===== src/rtl/xb_read128_arbiter.sv =====
// Round-robin burst scheduler that muxes three FWFT producer channels onto one
// 128-bit read stream, with a header word in front of every burst.
module xb_read128_chan #(
  parameter int LW    = 16,
  parameter int BURST = 64
) (
  input  logic [LW-1:0] level,
  input  logic          done,
  output logic          elig,
  output logic [15:0]   n
);
  logic [31:0] lvl32;
  logic        full_burst;

  assign lvl32      = 32'(level);
  assign full_burst = lvl32 >= 32'(BURST);
  assign elig       = full_burst || (done && lvl32 != 32'd0);
  assign n          = full_burst ? 16'(BURST) : 16'(lvl32);
endmodule

module xb_read128_arbiter #(
  parameter int NCH        = 3,
  parameter int BURST      = 64,
  parameter int LW         = 16,
  parameter int OBUF_DEPTH = 4
) (
  input  logic                 bus_clk,
  input  logic                 trn_reset_n,
  input  logic [128*NCH-1:0]   src_data,
  input  logic [NCH-1:0]       src_empty_n,
  input  logic [LW*NCH-1:0]    src_level,
  input  logic [NCH-1:0]       src_done,
  output logic [NCH-1:0]       src_read,
  input  logic                 user_r_read_128_rden,
  input  logic                 user_r_read_128_open,
  output logic [127:0]         user_r_read_128_data,
  output logic                 user_r_read_128_empty,
  output logic                 user_r_read_128_eof,
  output logic [1:0]           cur_grant
);
  localparam int AW = $clog2(OBUF_DEPTH);

  typedef enum logic [1:0] {S_IDLE, S_HDR, S_BURST} state_t;

  state_t       state, nstate;
  logic [1:0]   rr, ch, c1, c2, pick;
  logic [15:0]  n, rem;
  logic [15:0]  seq [NCH];
  logic [NCH-1:0] elig;
  logic [15:0]  n_ch [NCH];
  logic [127:0] src_word [NCH];

  logic [127:0] mem [OBUF_DEPTH];
  logic [AW-1:0] wptr, rptr;
  logic [AW:0]   cnt;
  logic          rd, wr, can_wr, xfer, open;
  logic [127:0]  wdata;

  assign open = user_r_read_128_open;

  genvar gi;
  generate
    for (gi = 0; gi < NCH; gi++) begin : g_ch
      xb_read128_chan #(.LW(LW), .BURST(BURST)) u_chan (
        .level (src_level[LW*gi +: LW]),
        .done  (src_done[gi]),
        .elig  (elig[gi]),
        .n     (n_ch[gi])
      );
      assign src_word[gi] = src_data[128*gi +: 128];
    end
  endgenerate

  // Scan order rr+1, rr+2, rr keeps the last winner at lowest priority.
  assign c1   = (rr == 2'd2) ? 2'd0 : rr + 2'd1;
  assign c2   = (c1 == 2'd2) ? 2'd0 : c1 + 2'd1;
  assign pick = elig[c1] ? c1 : (elig[c2] ? c2 : rr);

  // Room is judged after any same-cycle pop, so a full FIFO can still stream.
  assign rd     = user_r_read_128_rden && (cnt != '0);
  assign can_wr = (cnt != (AW+1)'(OBUF_DEPTH)) || rd;

  assign user_r_read_128_empty = (cnt == '0);

  always_ff @(posedge bus_clk) begin
    if (!trn_reset_n) state <= S_IDLE;
    else              state <= nstate;
  end

  always_comb begin
    nstate = state;
    if (!open) begin
      nstate = S_IDLE;
    end else begin
      case (state)
        S_IDLE:  if (|elig) nstate = S_HDR;
        S_HDR:   if (can_wr) nstate = S_BURST;
        S_BURST: if (xfer && rem == 16'd1) nstate = S_IDLE;
        default: nstate = S_IDLE;
      endcase
    end
  end

  always_comb begin
    wr       = 1'b0;
    xfer     = 1'b0;
    src_read = '0;
    wdata    = {8'hA5, 6'd0, ch, n, seq[ch], 80'd0};
    if (trn_reset_n && open) begin
      case (state)
        S_HDR: wr = can_wr;
        S_BURST: begin
          if (can_wr && src_empty_n[ch]) begin
            wr           = 1'b1;
            xfer         = 1'b1;
            src_read[ch] = 1'b1;
            wdata        = src_word[ch];
          end
        end
        default: ;
      endcase
    end
  end

  always_ff @(posedge bus_clk) begin
    if (!trn_reset_n) begin
      rr                   <= 2'd2;
      ch                   <= 2'd0;
      n                    <= '0;
      rem                  <= '0;
      cur_grant            <= 2'd3;
      for (int i = 0; i < NCH; i++) seq[i] <= '0;
      wptr                 <= '0;
      rptr                 <= '0;
      cnt                  <= '0;
      user_r_read_128_data <= '0;
      user_r_read_128_eof  <= 1'b0;
    end else begin
      user_r_read_128_eof <= (&src_done) && (src_level == '0) && (state == S_IDLE)
                             && (cnt == '0) && open;
      if (rd) user_r_read_128_data <= mem[rptr];
      if (!open) begin
        cur_grant <= 2'd3;
        wptr      <= '0;
        rptr      <= '0;
        cnt       <= '0;
      end else begin
        case (state)
          S_IDLE: if (|elig) begin
            ch        <= pick;
            n         <= n_ch[pick];
            rr        <= pick;
            cur_grant <= pick;
          end
          S_HDR: if (can_wr) begin
            seq[ch] <= seq[ch] + 16'd1;
            rem     <= n;
          end
          S_BURST: if (xfer) begin
            rem <= rem - 16'd1;
            if (rem == 16'd1) cur_grant <= 2'd3;
          end
          default: ;
        endcase
        if (wr) wptr <= wptr + AW'(1);
        if (rd) rptr <= rptr + AW'(1);
        cnt <= cnt + (AW+1)'(wr) - (AW+1)'(rd);
      end
    end
  end

  always_ff @(posedge bus_clk) begin
    if (wr) mem[wptr] <= wdata;
  end
endmodule


===== config.mk =====
export PLATFORM = sky130hd
export DESIGN_NAME = xb_read128_arbiter
export DESIGN_NICKNAME = d
export VERILOG_FILES = /design/src/rtl/xb_read128_arbiter.sv
export SDC_FILE = /design/constraint.sdc
export NUM_CORES = 1
export LEC_CHECK = 0
export BUFFER_PORTS_ARGS = -buffer_cell sky130_fd_sc_hd__buf_2
export CORE_MARGIN = 1
export CORE_UTILIZATION = 40
export CTS_BUF_LIST = sky130_fd_sc_hd__clkbuf_4 sky130_fd_sc_hd__clkbuf_8 sky130_fd_sc_hd__clkbuf_16
export DETAILED_ROUTE_END_ITERATION = 16
export PLACE_DENSITY = 0.68
export SYNTH_ARGS = -nofsm -noshare
export SYNTH_HDL_FRONTEND = slang
export SYNTH_SLANG_ARGS = --single-unit

===== constraint.sdc =====
create_clock -name bus_clk -period 6.2 [get_ports bus_clk]
set_input_delay 1.24 -clock bus_clk [delete_from_list [all_inputs] [get_ports bus_clk]]
set_output_delay 1.24 -clock bus_clk [all_outputs]
set_load 0.005 [all_outputs]

==> metrics.txt, run 1 <==
run status=complete, no violations; detailed placer's ending HPWL=52100 um; grt ovf=0; slew of the pin with the lowest slew margin=1170 ps; Worst Setup End Kind=output port; area used by sequential logic in the layout=20900 um^2; starting density of the core=40.4%; fraction of final layout cells with drive strength greater than 1=31.1%; post-placement worst setup slack=1430 ps; longest individual stage delay on the worst path=500 ps; setup slack of the critical path after layout=1430 ps; sequential cell area fraction in the yosys report=65.3%; Post-CTS Setup Inserts=0; endpoints failing setup=0; Hold Path Class=reg -> reg; synthesized area=31900 um^2; number of pins exceeding their max-slew limit in the final report=0; met1 track utilization from global routing=24.5%; post-route clock period utilization=76.9%; number of filler cells placed in the layout=6841; crit path launch type=primary input; data arrival time at the worst-slack endpoint=3530 ps; Layout Area Growth over Synthesis=20.8%; fin nets=3343; switch share=21.3%; met3 Track Usage GR=3.61%; leading cell type in the layout, fill and taps excluded=edfxtp_1; maximum fanout along the worst path=36; number of CTS-inserted buffers=79; worst relative slew slack=21.6%; count of H-tree levels built during CTS=3; count of warnings emitted by yosys=0; asr flop ratio synth=0%; average size of a mapped cell=13.6 um^2; die extent in y=285 um; count of buffers inserted at the top-level ports=576; Resized cells post-CTS=0; via count of the routed design=20875; first-pass GRT wire length=122000 um; gate count of the mapped netlist=2354; DRT Wirelength=80000 um; routed vias/inst=5.22; area of the multi-input gates=10400 um^2; Net Count, Synth=2809; global routing met2 resource utilization=34.0%; hold wc startpoint=user_r_read_128_data[70]; leakage power=14.0 nW; endpoint of the most critical register-to-register path=mem[2][37]; EDFF count, synth=576; required time of the worst setup path=4960 ps; clock latency of the later-clocked register in the worst-skew pair=610 ps; Cell Count Post-Placement=3857; count of cell types in the netlist=65; Die Width=285 um; Antenna Diode Count=0; CTS root buffer=clkbuf_16; internal reg-to-reg setup slack=2560 ps; number of flip-flops and latches in the synthesized netlist=753; kind of critical path=in -> out; Worst R2R Start=ch[1]; GPL Wtd Cong=0.837; Worst Hold Path Cells=2; most frequent cells in the layout=edfxtp_1 (576), buf_2 (575), nand2_1 (324); total number of clock tree sinks=753; worst min-delay path endpoint=user_r_read_128_data[70]; combinational cell fraction of total power=5.6%; unrepaired setup endpoints after global routing=false; total DRC errors in the routed layout=0; top achievable clock speed=210 MHz; clock skew after layout=26.0 ps; Iteration-0 DRC Markers=1210; internal power summed over all cells=8.55 mW; CP max stage cell=nor3_1; Synth area leader=edfxtp_1; Sw Pwr=2.31 mW; global router's overall resource usage=19.7%; TritonCTS clock tree=built; count of final hold-check violations=0; io pins=577; predominant post-synthesis flop cell=edfxtp_1; pin count of the biggest net entering global routing=105; WL/cell=20.0 um; TritonRoute pass-1 iters=6; cell-by-cell trace of the critical path=buf_4, and2_1, nand2_1, or3_4, nor3_1, buf_2; Final Critical Period=4770 ps; GRT busiest layer=met2; Area contributors post-synth=edfxtp_1 (54%), dfxtp_1 (11%), mux4_2 (10%); max_cap viols=0; Post-CTS Hold Fix Bufs=0; fin cells=4002; initial antenna violation count=0; setup TNS=0 ps; Floorplan Core Area=79000 um^2; Clock transition at path regs=60 ps; part of the power in registers=50.1%; area of the die=80900 um^2; power density normalized to cell area=282 nW/um^2; share of total power in the clock network=44.3%; number of antenna-violating nets in the routed design=0; row count=103; peak ir drop on the vdd network=0.000179 V; vias in the first global route=21249; area share of the largest cell type after synthesis=54.2%; Register-to-Register Path Depth=6; maximum clock path buffer count=3
==> worst max-delay path, delay by kind of cell <==
family / cells / cell delay, ps
buffers and inverters: 2 / 640
AND/OR/NAND/NOR: 4 / 1620
==> area by class of cell <==
type	count	area share, %
Sequential cell	753	54.1
Multi-Input combinational cell	1408	26.9
Timing Repair Buffer	608	8.33
Clock buffer	98	5.64
Tap cell	1050	3.41
Clock inverter	47	1.28
Inverter	38	0.376
==> through the flow <==
step	util [%]	hold slack, ps	area (um^2)	power (mW)
detailed placement	45.4	455	35900	6.17
global route	48.8	482	38600	11.2
floorplan	-	453	31900	5.88
CTS	48.8	463	38600	11.0
global placement	45.4	449	35900	6.16
finish	48.8	459	38600	10.9
==> flip-flops by register name, indices dropped and copies added (netlist names), named ones only <==
signal	count
user_r_read_128_data	128
cnt	3
n	16
cur_grant	2
wptr	2
user_r_read_128_eof	1
rr	2
ch	1
mem	512
rem	16
seq	64
state	2
rptr	2
==> layer usage <==
| layer | vias up | routed length, um |
|---|---|---|
| met5 | - | 0 |
| met4 | 0 | 2390 |
| met3 | 129 | 4890 |
| met2 | 754 | 39900 |
| met1 | 10214 | 32800 |
| li1 | 9778 | - |
==> power groups by stage <==
stage | clock (mW) | combinational [mW] | sequential [mW]
floorplan | 0 | 0.346 | 5.53
global placement | 0 | 0.609 | 5.55
detailed placement | 0 | 0.614 | 5.55
CTS | 4.91 | 0.617 | 5.45
global route | 5.10 | 0.671 | 5.45
finish | 4.81 | 0.611 | 5.45
==> cells by family after synthesis <==
kind of cell / count (synthesis) / share of synthesized area, %
flops: 753 / 65.3
buf+inv: 193 / 2.38
mux: 271 / 14.1
xor+xnor: 19 / 0.521
compound gates: 386 / 7.88
simple gates: 719 / 9.27
fa+ha+maj: 13 / 0.533
==> synthesized netlist by cell type, types with 3 or more instances <==
master and n:
a21boi_0 129, a21boi_1 3, a21oi_1 135, a221o_1 7, a221oi_1 4, a22o_1 6, a22oi_1 4, a31oi_1 7
and2_1 23, and3_1 14, buf_1 31, buf_2 23, clkbuf_1 99, dfxtp_1 177, edfxtp_1 576, ha_1 12
inv_1 37, mux2i_1 127, mux4_2 144, nand2_1 325, nand3_1 11, nand4_1 3, nor2_1 297, nor2b_1 3
nor3_1 13, nor4_1 11, o211ai_1 5, o21a_1 4, o21ai_0 49, o221a_2 3, o22ai_1 6, or2_2 3
or3_1 4, xnor2_1 9, xor2_1 10
==> how the worst max path moves through the flow <==
stage / from / endpoint / slack (ps) / cells past startpoint
after floorplan: src_empty_n[1] / mem[0][0] / 750 / 6
after global placement: trn_reset_n / src_read[0] / 1460 / 6
after detailed placement: trn_reset_n / src_read[0] / 1430 / 6
after CTS: trn_reset_n / src_read[0] / 1410 / 6
after global routing: trn_reset_n / src_read[0] / 1280 / 6
final: trn_reset_n / src_read[0] / 1430 / 6
Power figures use the tool's default switching activity.
==> run 2, diff against run 1 <==
- PLACE_DENSITY: 0.68 -> 0.71
- clock period: 6.2 -> 4.3 ns (I/O delays scaled with it)
==> metrics.txt, run 2 (synthesized netlist as in run 1, its figures left out) <==
endpoints failing setup=0; clock skew after layout=21.2 ps; Clock transition at path regs=60 ps; crit path launch type=register; Cell Count Post-Placement=3876; fin nets=3362; Resized cells post-CTS=0; global router's overall resource usage=19.7%; number of pins exceeding their max-slew limit in the final report=0; Post-CTS Hold Fix Bufs=0; Final Total Pwr=15.6 mW; fin cells=4023; peak ir drop on the vdd network=0.000236 V; power density normalized to cell area=402 nW/um^2; count of final hold-check violations=0; total DRC errors in the routed layout=0; Floorplan Core Area=79000 um^2; routed vias/inst=5.20; initial antenna violation count=0; top achievable clock speed=289 MHz; unrepaired setup endpoints after global routing=false; Antenna Diode Count=0; starting density of the core=40.4%; Final Critical Period=3470 ps; utilization of the core after routing=49.2%; register with the most flip-flops=mem; clock latency of the later-clocked register in the worst-skew pair=610 ps; Worst Setup End Kind=output port; Iteration-0 DRC Markers=1352; Post-CTS Setup Inserts=0; grt ovf=0; most frequent cells in the layout=edfxtp_1 (576), buf_2 (575), nand2_1 (324); pin count of the biggest net entering global routing=155; via count of the routed design=20922; die extent in y=285 um; count of H-tree levels built during CTS=3; Layout Area Growth over Synthesis=21.6%; Hold Path Class=reg -> reg; total number of clock tree sinks=753; slew of the pin with the lowest slew margin=988 ps; Largest register FFs=512; number of CTS-inserted buffers=79; run status=complete, no violations; TritonCTS clock tree=built; internal reg-to-reg setup slack=1210 ps; leakage power=14.1 nW; leading cell type in the layout, fill and taps excluded=edfxtp_1; count of buffers inserted at the top-level ports=576; maximum clock path buffer count=3; Top Registers=mem: 512 flops, user_r_read_128_data: 128 flops, seq: 64 flops; worst relative slew slack=34.1%; first-pass GRT wire length=123000 um; row count=103; post-route clock period utilization=80.6%; setup TNS=0 ps; vias in the first global route=21320; max_cap viols=0; minimum hold slack=459 ps; DRT Wirelength=80500 um; io pins=577; Die Width=285 um; GPL Wtd Cong=0.848; WL/cell=20.0 um; TritonRoute pass-1 iters=5; CTS root buffer=clkbuf_16; area of the die=80900 um^2; data arrival time at the worst-slack endpoint=2610 ps; fraction of final layout cells with drive strength greater than 1=31.7%; detailed placer's ending HPWL=52100 um; number of antenna-violating nets in the routed design=0; kind of critical path=reg -> out; maximum fanout along the worst path=22; required time of the worst setup path=3440 ps
-- run 2: final timing paths --
kind / startpoint / cells after the start / endpoint
worst max-delay path: rr[0] / 6 / src_read[0]
worst min register to register: user_r_read_128_data[8] / 2 / user_r_read_128_data[8]
worst min-delay path: user_r_read_128_data[8] / 2 / user_r_read_128_data[8]
worst max register to register: rr[0] / 11 / cnt[1]
-- run 2: metrics by stage --
stage	setup slack, ps	cell area (um^2)
floorplan	685	31900
global placement	936	36200
detailed placement	928	36200
CTS	792	38800
global route	723	38800
finish	834	38800
-- run 2: layout make-up --
| type | count | area, um^2 |
|---|---|---|
| Tap cell | 1050 | 1310 |
| Timing Repair Buffer | 627 | 3470 |
| Inverter | 38 | 145 |
| Fill cell | 6841 | 40200 |
| Clock inverter | 34 | 353 |
| Multi-Input combinational cell | 1408 | 10400 |
| Sequential cell | 753 | 20900 |
| Clock buffer | 113 | 2320 |
-- run 2: metal layers --
metal | share of wire (%) | vias up | track usage, %
met3 | 5.1 | 139 | 3.11
met4 | 3.9 | 0 | 8.56
met2 | 49 | 680 | 33.9
li1 | - | 9813 | -
met5 | 0 | - | 0
met1 | 42 | 10290 | 24.6
-- run 2: power breakdown --
group	internal (mW)	switching, mW	total, mW
Sequential	7.80	0.0344	7.84
Combinational	0.378	0.524	0.903
Clock	4.05	2.83	6.88
Total	12.2	3.39	15.6
-- run 2: worst max-delay path: stages, from the launching register on --
cell and delay [ps]:
dfxtp_4 580, mux2i_1 240, a2bb2oi_1 420, or3_4 380, nor3_1 90, buf_4 160, buf_2 120
